--- config.mk ---
export PLATFORM = sky130hd
export DESIGN_NAME = fp_sub_iter
export DESIGN_NICKNAME = d
export VERILOG_FILES = /design/src/rtl/fp_sub_iter.sv
export SDC_FILE = /design/constraint.sdc
export NUM_CORES = 1
export LEC_CHECK = 0
export ABC_AREA = 1
export CAP_MARGIN = 30
export CORE_MARGIN = 1
export CORE_UTILIZATION = 47
export DETAILED_ROUTE_END_ITERATION = 10
export HOLD_SLACK_MARGIN = 0.12
export PLACE_DENSITY = 0.66
export SETUP_SLACK_MARGIN = 0.2
export SLEW_MARGIN = 10
export SYNTH_ARGS = -nofsm -noshare
export SYNTH_HDL_FRONTEND = slang
export SYNTH_SLANG_ARGS = --single-unit
--- constraint.sdc ---
create_clock -name clk -period 3.55 [get_ports clk]
set_input_delay 0.8875 -clock clk [delete_from_list [all_inputs] [get_ports clk]]
set_output_delay 0.8875 -clock clk [all_outputs]
set_load 0.005 [all_outputs]
--- src/rtl/fp_sub_iter.sv ---
// fp_sub_iter: multi-cycle magnitude subtractor, s = |a| - |b|, single precision.
// Operands are treated as positive normals ({1, fract}); truncating, no rounding,
// no NaN/Inf/denormal handling. Cancellation is left-normalised one bit per cycle.
// Ports:
//   clk, reset_n          clock (rising edge), async active-low reset
//   in_valid / in_ready   operand handshake (a, b); in_ready only in IDLE
//   a, b                  minuend / subtrahend {sign(ignored), exp, fract}
//   out_valid / out_ready result handshake; s held stable while out_valid
//   s                     result {sign, exp, fract}, sign=1 iff |b| > |a|
module fp_sub_iter #(
  parameter int EXP_W  = 8,
  parameter int FRAC_W = 23
) (
  input  logic                    clk,
  input  logic                    reset_n,
  input  logic                    in_valid,
  output logic                    in_ready,
  input  logic [EXP_W+FRAC_W:0]   a,
  input  logic [EXP_W+FRAC_W:0]   b,
  output logic                    out_valid,
  input  logic                    out_ready,
  output logic [EXP_W+FRAC_W:0]   s
);

  localparam int W      = 1 + EXP_W + FRAC_W;
  localparam int MANT_W = FRAC_W + 1;
  localparam logic [EXP_W-1:0] SH_LIM = MANT_W[EXP_W-1:0];
  localparam logic [EXP_W-1:0] EXP_ONE = {{(EXP_W-1){1'b0}}, 1'b1};

  typedef enum logic [2:0] {S_IDLE, S_ALIGN, S_SUB, S_NORM, S_DONE} state_t;

  state_t              state_q, state_d;
  logic [W-2:0]        a_q, a_d, b_q, b_d;        // sign bits not stored
  logic                sign_q, sign_d;
  logic [EXP_W-1:0]    exp_q, exp_d;
  logic [MANT_W-1:0]   mant_l_q, mant_l_d;
  logic [MANT_W-1:0]   mant_s_q, mant_s_d;
  logic [MANT_W-1:0]   diff_q, diff_d;
  logic [W-1:0]        s_q, s_d;

  // Operand sign bits play no part in the magnitude subtract.
  logic sign_unused;
  assign sign_unused = a[W-1] ^ b[W-1];

  // Alignment terms, evaluated from the captured operands.
  logic [EXP_W-1:0]  exp_a, exp_b, shamt;
  logic [FRAC_W-1:0] frac_a, frac_b;
  logic              b_gt_a;
  logic [MANT_W-1:0] mant_sm, mant_sm_sh;

  always_comb begin
    exp_a  = a_q[W-2:FRAC_W];
    exp_b  = b_q[W-2:FRAC_W];
    frac_a = a_q[FRAC_W-1:0];
    frac_b = b_q[FRAC_W-1:0];
    // Equal exponents fall back to fraction compare; equal magnitudes give sign 0.
    b_gt_a = (exp_b > exp_a) || ((exp_b == exp_a) && (frac_b > frac_a));
    shamt  = b_gt_a ? (exp_b - exp_a) : (exp_a - exp_b);
    mant_sm = b_gt_a ? {1'b1, frac_a} : {1'b1, frac_b};
    // Everything shifts out once shamt reaches the mantissa width.
    mant_sm_sh = (shamt >= SH_LIM) ? '0 : (mant_sm >> shamt);
  end

  always_comb begin
    state_d  = state_q;
    a_d      = a_q;
    b_d      = b_q;
    sign_d   = sign_q;
    exp_d    = exp_q;
    mant_l_d = mant_l_q;
    mant_s_d = mant_s_q;
    diff_d   = diff_q;
    s_d      = s_q;
    case (state_q)
      S_IDLE: begin
        if (in_valid) begin
          a_d     = a[W-2:0];
          b_d     = b[W-2:0];
          state_d = S_ALIGN;
        end
      end
      S_ALIGN: begin
        sign_d   = b_gt_a;
        exp_d    = b_gt_a ? exp_b : exp_a;
        mant_l_d = b_gt_a ? {1'b1, frac_b} : {1'b1, frac_a};
        mant_s_d = mant_sm_sh;
        state_d  = S_SUB;
      end
      S_SUB: begin
        diff_d  = mant_l_q - mant_s_q;   // larger minus smaller: never negative
        state_d = S_NORM;
      end
      S_NORM: begin
        if (diff_q == '0) begin
          s_d     = '0;
          state_d = S_DONE;
        end else if (diff_q[MANT_W-1]) begin
          s_d     = {sign_q, exp_q, diff_q[FRAC_W-1:0]};
          state_d = S_DONE;
        end else if (exp_q == EXP_ONE) begin
          // One more shift would leave the normal range: flush to zero.
          s_d     = '0;
          state_d = S_DONE;
        end else begin
          diff_d = diff_q << 1;
          exp_d  = exp_q - EXP_ONE;
        end
      end
      S_DONE: begin
        if (out_ready) state_d = S_IDLE;
      end
      default: state_d = S_IDLE;
    endcase
  end

  always_ff @(posedge clk or negedge reset_n) begin
    if (!reset_n) begin
      state_q  <= S_IDLE;
      a_q      <= '0;
      b_q      <= '0;
      sign_q   <= 1'b0;
      exp_q    <= '0;
      mant_l_q <= '0;
      mant_s_q <= '0;
      diff_q   <= '0;
      s_q      <= '0;
    end else begin
      state_q  <= state_d;
      a_q      <= a_d;
      b_q      <= b_d;
      sign_q   <= sign_d;
      exp_q    <= exp_d;
      mant_l_q <= mant_l_d;
      mant_s_q <= mant_s_d;
      diff_q   <= diff_d;
      s_q      <= s_d;
    end
  end

  assign in_ready  = (state_q == S_IDLE);
  assign out_valid = (state_q == S_DONE);
  assign s         = s_q;

endmodule
Yosys cells after proc, flatten, opt, wreduce, memory -nomap -nowiden
Index checks and enable logic that the tools add are counted.
{"block": "word_totals", "word_cells": 65, "out_inout_bits": 34, "in_bits": 68, "regBits": 178}
{"block": "op_classes", "n_mux": 22, "addsub": 4, "n_lt_le_gt_ge": 3, "n_eq_ne": 12, "n_shift": 1, "n_reduce_logical": 13}
{"cell": "24-bit two-way mux", "count": 4}
{"cell": "32-bit two-way mux", "count": 3}
{"cell": "24-bit case mux with 2 select lines", "count": 1}
{"cell": "23-bit two-way mux", "count": 2}
{"cell": "8-bit two-way mux", "count": 5}
{"cell": "24-bit logical NOT", "count": 1}
{"cell": "24-bit by 8-bit >> shifter with 24-bit output", "count": 1}
{"cell": "24-bit subtractor", "count": 1}
{"cell": "23-bit > comparator", "count": 1}
{"cell": "8-bit case mux with 2 select lines", "count": 1}
{"cell": "8-bit subtractor", "count": 2}
{"cell": "3-bit two-way mux", "count": 5}
{"cell": "3-bit case mux with 5 select lines", "count": 1}
{"cell": "8-bit by 1-bit equality test with 1-bit output (second input constant)", "count": 1}
{"cell": "8-bit equality test", "count": 1}
{"cell": "8-bit by 5-bit greater-or-equal comparator with 1-bit output (second input constant)", "count": 1}
{"cell": "8-bit > comparator", "count": 1}
{"cell": "2-bit inequality test (second input constant)", "count": 4}
{"cell": "4-bit AND reduction", "count": 2}
{"cell": "8-bit by 1-bit subtractor with 8-bit output (second input constant)", "count": 1}
{"cell": "3-bit by 2-bit equality test with 1-bit output (second input constant)", "count": 2}
{"cell": "2-bit AND reduction", "count": 3}
{"cell": "4-bit inequality test (second input constant)", "count": 1}
{"cell": "2-bit nonzero test", "count": 2}
{"cell": "8 further kinds", "count": 8}

Logic depth before layout (Yosys ltp)
{"block": "logic_depth", "word_depth": 6, "depth_mapped": 26, "depth_no_buf": 25}

Worst setup path after synthesis
No wires, ideal clock.
{"block": "synth_path", "path_type": "register to register", "startpoint": "reg b_q[23]", "endpoint": "reg mant_s_q[4]", "setup_time_ns": 0.116, "t_required_ns": 3.434, "path_stages_with_launch": 21, "slack_ns": 0.935, "synth_period_minus_slack_ns": 2.615, "path_buffers": 2, "arrival_time_ns": 2.499, "path_cell_list": "dfrtp_1 > inv_1 > ha_1 > inv_1 > fa_1 > nand2_1 > nand2_1 > nand2_1 > nand3_1 > nand2_2 > nand2_2 > buf_6 > o31ai_4 > inv_2 > buf_2 > nand3_1 > nand3_1 > nand2_1 > nand2_1 > nand2_1 > nand2_1"}
{"block": "synth_between", "elab_chain_len": 6, "elab_cells_between_ends": 11, "classes_between": "add/sub (2); order compare (2); eq/ne (1); shift (1); mux (3); reduce/logical (2)"}
{"item": "start, declared", "line": "33", "source": "logic [W-2:0] a_q, a_d, b_q, b_d;"}
{"item": "start signal, assigned", "line": "120", "source": "b_q <= '0;"}
{"item": "start signal, assigned", "line": "130", "source": "b_q <= b_d;"}
{"item": "branches (longest 5 deep; another with 8-bit > comparator)"}
{"item": "24-bit two-way mux (*)", "line": "61", "source": "mant_sm_sh = (shamt >= SH_LIM) ? '0 : (mant_sm >> shamt);"}
{"item": "end signal, assigned", "line": "134", "source": "mant_s_q <= mant_s_d;"}
{"item": "end, declared", "line": "37", "source": "logic [MANT_W-1:0] mant_s_q, mant_s_d;"}
Mark *: on every way between the ends.
A chain may end at the register's enable or synchronous reset.

Worst setup path in the final report
{"block": "layout_path", "startpoint": "reg b_q[23]", "endpoint": "reg mant_s_q[7]"}
The elaborated chain is that of the path after synthesis.

==> flow_summary.yaml <==
outcome:
  outcome: "completed"
yosys:
  syn_area_um2: 11410
  synth_seq_area_share_pct: 39.04
  syn_nets: 1679
  synthArstFlopShare_pct: 100.0
  synth_top_area_cell: "dfrtp_1"
  syn_inst: 1545
  synth_ff_type: "dfrtp_1"
  synth-compound-area-share_pct: 17.61
  synth_area_leaders: "dfrtp_1 (39%), nand2_1 (11%), nand3_1 (7.9%)"
  synth_cell_types: 49
  synth-simple-area-share_pct: 25.67
  yosysMostFrequentCell: "nand2_1"
  synth_xor_area_share_pct: 0.9978
  synthMuxAreaShare_pct: 0.1974
  synthAdderAreaFrac_pct: 7.434
  synth_edf_count: 0
  synth_seq_cells: 178
  yosysWarnings: 0
  synth_common_cells: "nand2_1 (330), nand3_1 (180), dfrtp_1 (178), inv_1 (166), a21oi_1 (155)"
  yosys.area.top_type_share_pct: 39.04
  synth_top_family_by_area: "simple AND/OR/NAND/NOR gates"
  syn_area_per_cell_um2: 7.386
routing:
  drc: 0
  drtIter0Drc: 722
  first_pass_iters: 5
  drt_wl_total_mm: 30.97
  drtAntennaViolNets: 0
  num_vias: 10790
  drt-wirelength-per-cell_um: 15.77
  routed_via_density: 5.492
worst_setup_path:
  endpoint_kind: "flop"
  r2r_start: "b_q[23]"
  critPathKind: "flop to flop"
  path_common_cell: "nand2_1"
  worst_ep_arrival_time_ns: 3.52
  slowest_stage: "dfrtp_1"
  cp_cell_sequence: "inv_1, ha_1, inv_1, fa_2, nand2_1, nand2_1, nand2_1, nand3_1, nand2_4, nand2_8, buf_4, o21ai_4, buf_12, nand3_1, nand3_1, nand3_1, nand2_1, nand2_1, nand2_1, nand2_1"
  cp.required_ns: 3.87
  crit_start: "b_q[23]"
  cp_max_fo: 9
  start_kind: "flop"
  r2r_slack_ns: 0.35
  path_buf_inv: 4
  slowest_delay_ns: 0.41
  cp_top_family: "simple AND/OR/NAND/NOR gates"
clock_network:
  cts_inserted_buffers: 17
  ctsHtreeMaxLevel: 4
  root_buffer: "clkbuf_16"
  clock_sinks: 178
  clock_latency_ns: 0.44
  clockBufferDepth: 2
  cts_tree: "built"
  cts.clk_slew.worst_paths_ns: 0.07
global_route:
  grt_pass1_wl_mm: 50.58
  grt_max_degree: 82
  gr-total-overflow: 0
  grt_antenna_before_repair: 0
  use_met2_pct: 42.06
  grt.met1_usage_pct: 36.03
  grt_most_used_layer: "met2"
  grtUsageMet3_pct: 2.436
  grtUsageTotal_pct: 25.85
  grt_pass1_vias: 10040
die:
  die_h_um: 157.8
  die_w_um: 157.8
  core.rowCount: 56
  core_area_um2: 23610
  initial_core_util_pct: 48.33
  io_pins: 102
  dieArea_um2: 24910
placement:
  dpl.hpwl_mm: 22.45
  port_buffers: 99
  gp_congestion: 0.9056
finish:
  diodes: 0
  areaGrowthSynthToFinish_pct: 19.41
  nets: 1766
  fillerInstances: 2282
  final_layout_size_suffix_gt1_share_pct: 7.356
sta:
  clock_skew_ns: 0.01262
  hold_viol: 0
  finalCritPeriodShare_pct: 90.23
  drv_slew: 0
  timing.fmax_ghz: 0.3122
  rsz0062_at_grt: "false"
  slew_headroom_pct: 46.01
  worst_pin_slew_ns: 0.8098
  hold_slack_ns: 0.4794
  setup_viol: 0
  min_period_ns: 3.203
  finalSetupTns_ns: 0
run:
  max_cap_violations: 0
hold_path:
  min_from: "s[3]"
  hp-class: "flop to flop"
[through the flow]
stage               setup slack [ns]  utilization [%]  instance area (um2)  cells
global route                  0.1846            57.70                13630   1964
detailed placement           0.09491            53.76                12690   1916
floorplan                     0.9349                -                11410   1545
global placement              0.1105            53.76                12690   1916
CTS                           0.2300            56.45                13330   1949
finish                        0.3468            57.70                13630   1964
[cells by family (layout without fill, tap and decap cells)]
family                     after synthesis  count (layout)
muxes                                    2               2
adders and majority gates               66              66
xor gates and xnor gates                13              13
AOI/OAI and AO/OA                      355             356
buffers and inverters                  252             350
DFF                                    178             178
and+or+nand+nor                        679             680
[sequential cells by signal, summed over array words and instances, names as in the netlist]
| register | count |
|---|---|
| sign_q | 1 |
| b_q | 31 |
| exp_q | 8 |
| state_q | 3 |
| diff_q | 24 |
| a_q | 31 |
| mant_s_q | 24 |
| s | 32 |
| mant_l_q | 24 |
[cell type report]
cell class	count	area, um2	area share, %
multi-input cells	1117	6037	44.31
well taps	319	399.1	2.929
repair inverters	2	12.51	0.09183
clock buffers	18	429.2	3.150
clock inverters	14	190.2	1.396
repair buffers	138	1428	10.48
flip-flops and latches	178	4454	32.69
inverters	178	675.6	4.959
[cell usage in the layout (no fill, tap or decap), types with 9 or more instances in the layout]
| cell | synthesis | layout |
|---|---|---|
| o31ai_1 | 32 | 32 |
| a22oi_1 | 19 | 19 |
| nor2_1 | 124 | 123 |
| o21ai_1 | 13 | 14 |
| clkdlybuf4s50_1 | 0 | 98 |
| nand4_1 | 11 | 11 |
| o211ai_1 | 9 | 9 |
| buf_4 | 2 | 28 |
| a21oi_1 | 155 | 154 |
| ha_1 | 63 | 60 |
| o21ai_0 | 102 | 101 |
| clkbuf_16 | 0 | 19 |
| dfrtp_1 | 178 | 178 |
| nand2_1 | 330 | 329 |
| inv_1 | 166 | 166 |
| inv_2 | 9 | 9 |
| nand3_1 | 180 | 179 |
[worst reg2reg max path, delay by kind of cell (launching register included)]
family | cells | cell delay, ns
simple gates | 13 | 1.32
compound gates | 1 | 0.35
flops | 1 | 0.41
fa+ha+maj | 2 | 0.53
buf+inv | 4 | 0.50
[worst paths after layout]
| check | endpoint | cells after the start |
|---|---|---|
| hold reg to reg | s[3] | 2 |
| setup reg to reg | mant_s_q[7] | 20 |
| min in group asynchronous | exp_q[5] | 1 |
| setup / recovery | mant_s_q[7] | 20 |
| max in group asynchronous | diff_q[16] | 2 |
| hold / removal | s[3] | 2 |
[what timing repair did]
item / CTS / global route
resized for setup: 2 / 32
setup buffers: 0 / 10
hold endpoints to repair: 0 / 0
gates cloned: 1 / 5
setup endpoints to repair: 17 / 21
hold buffers: 0 / 0
pin swaps: 1 / 5
[metal layers]
metal  part of all wire, %  up-vias
met2                    46      322
met3                   5.2       47
met1                    46     5076
met5                     0        -
li1                      -     5341
met4                   2.4        0
Power is left out: the tool's default activity adds up to more than one toggle a clock period on the data nets, which glitch-free logic cannot reach.
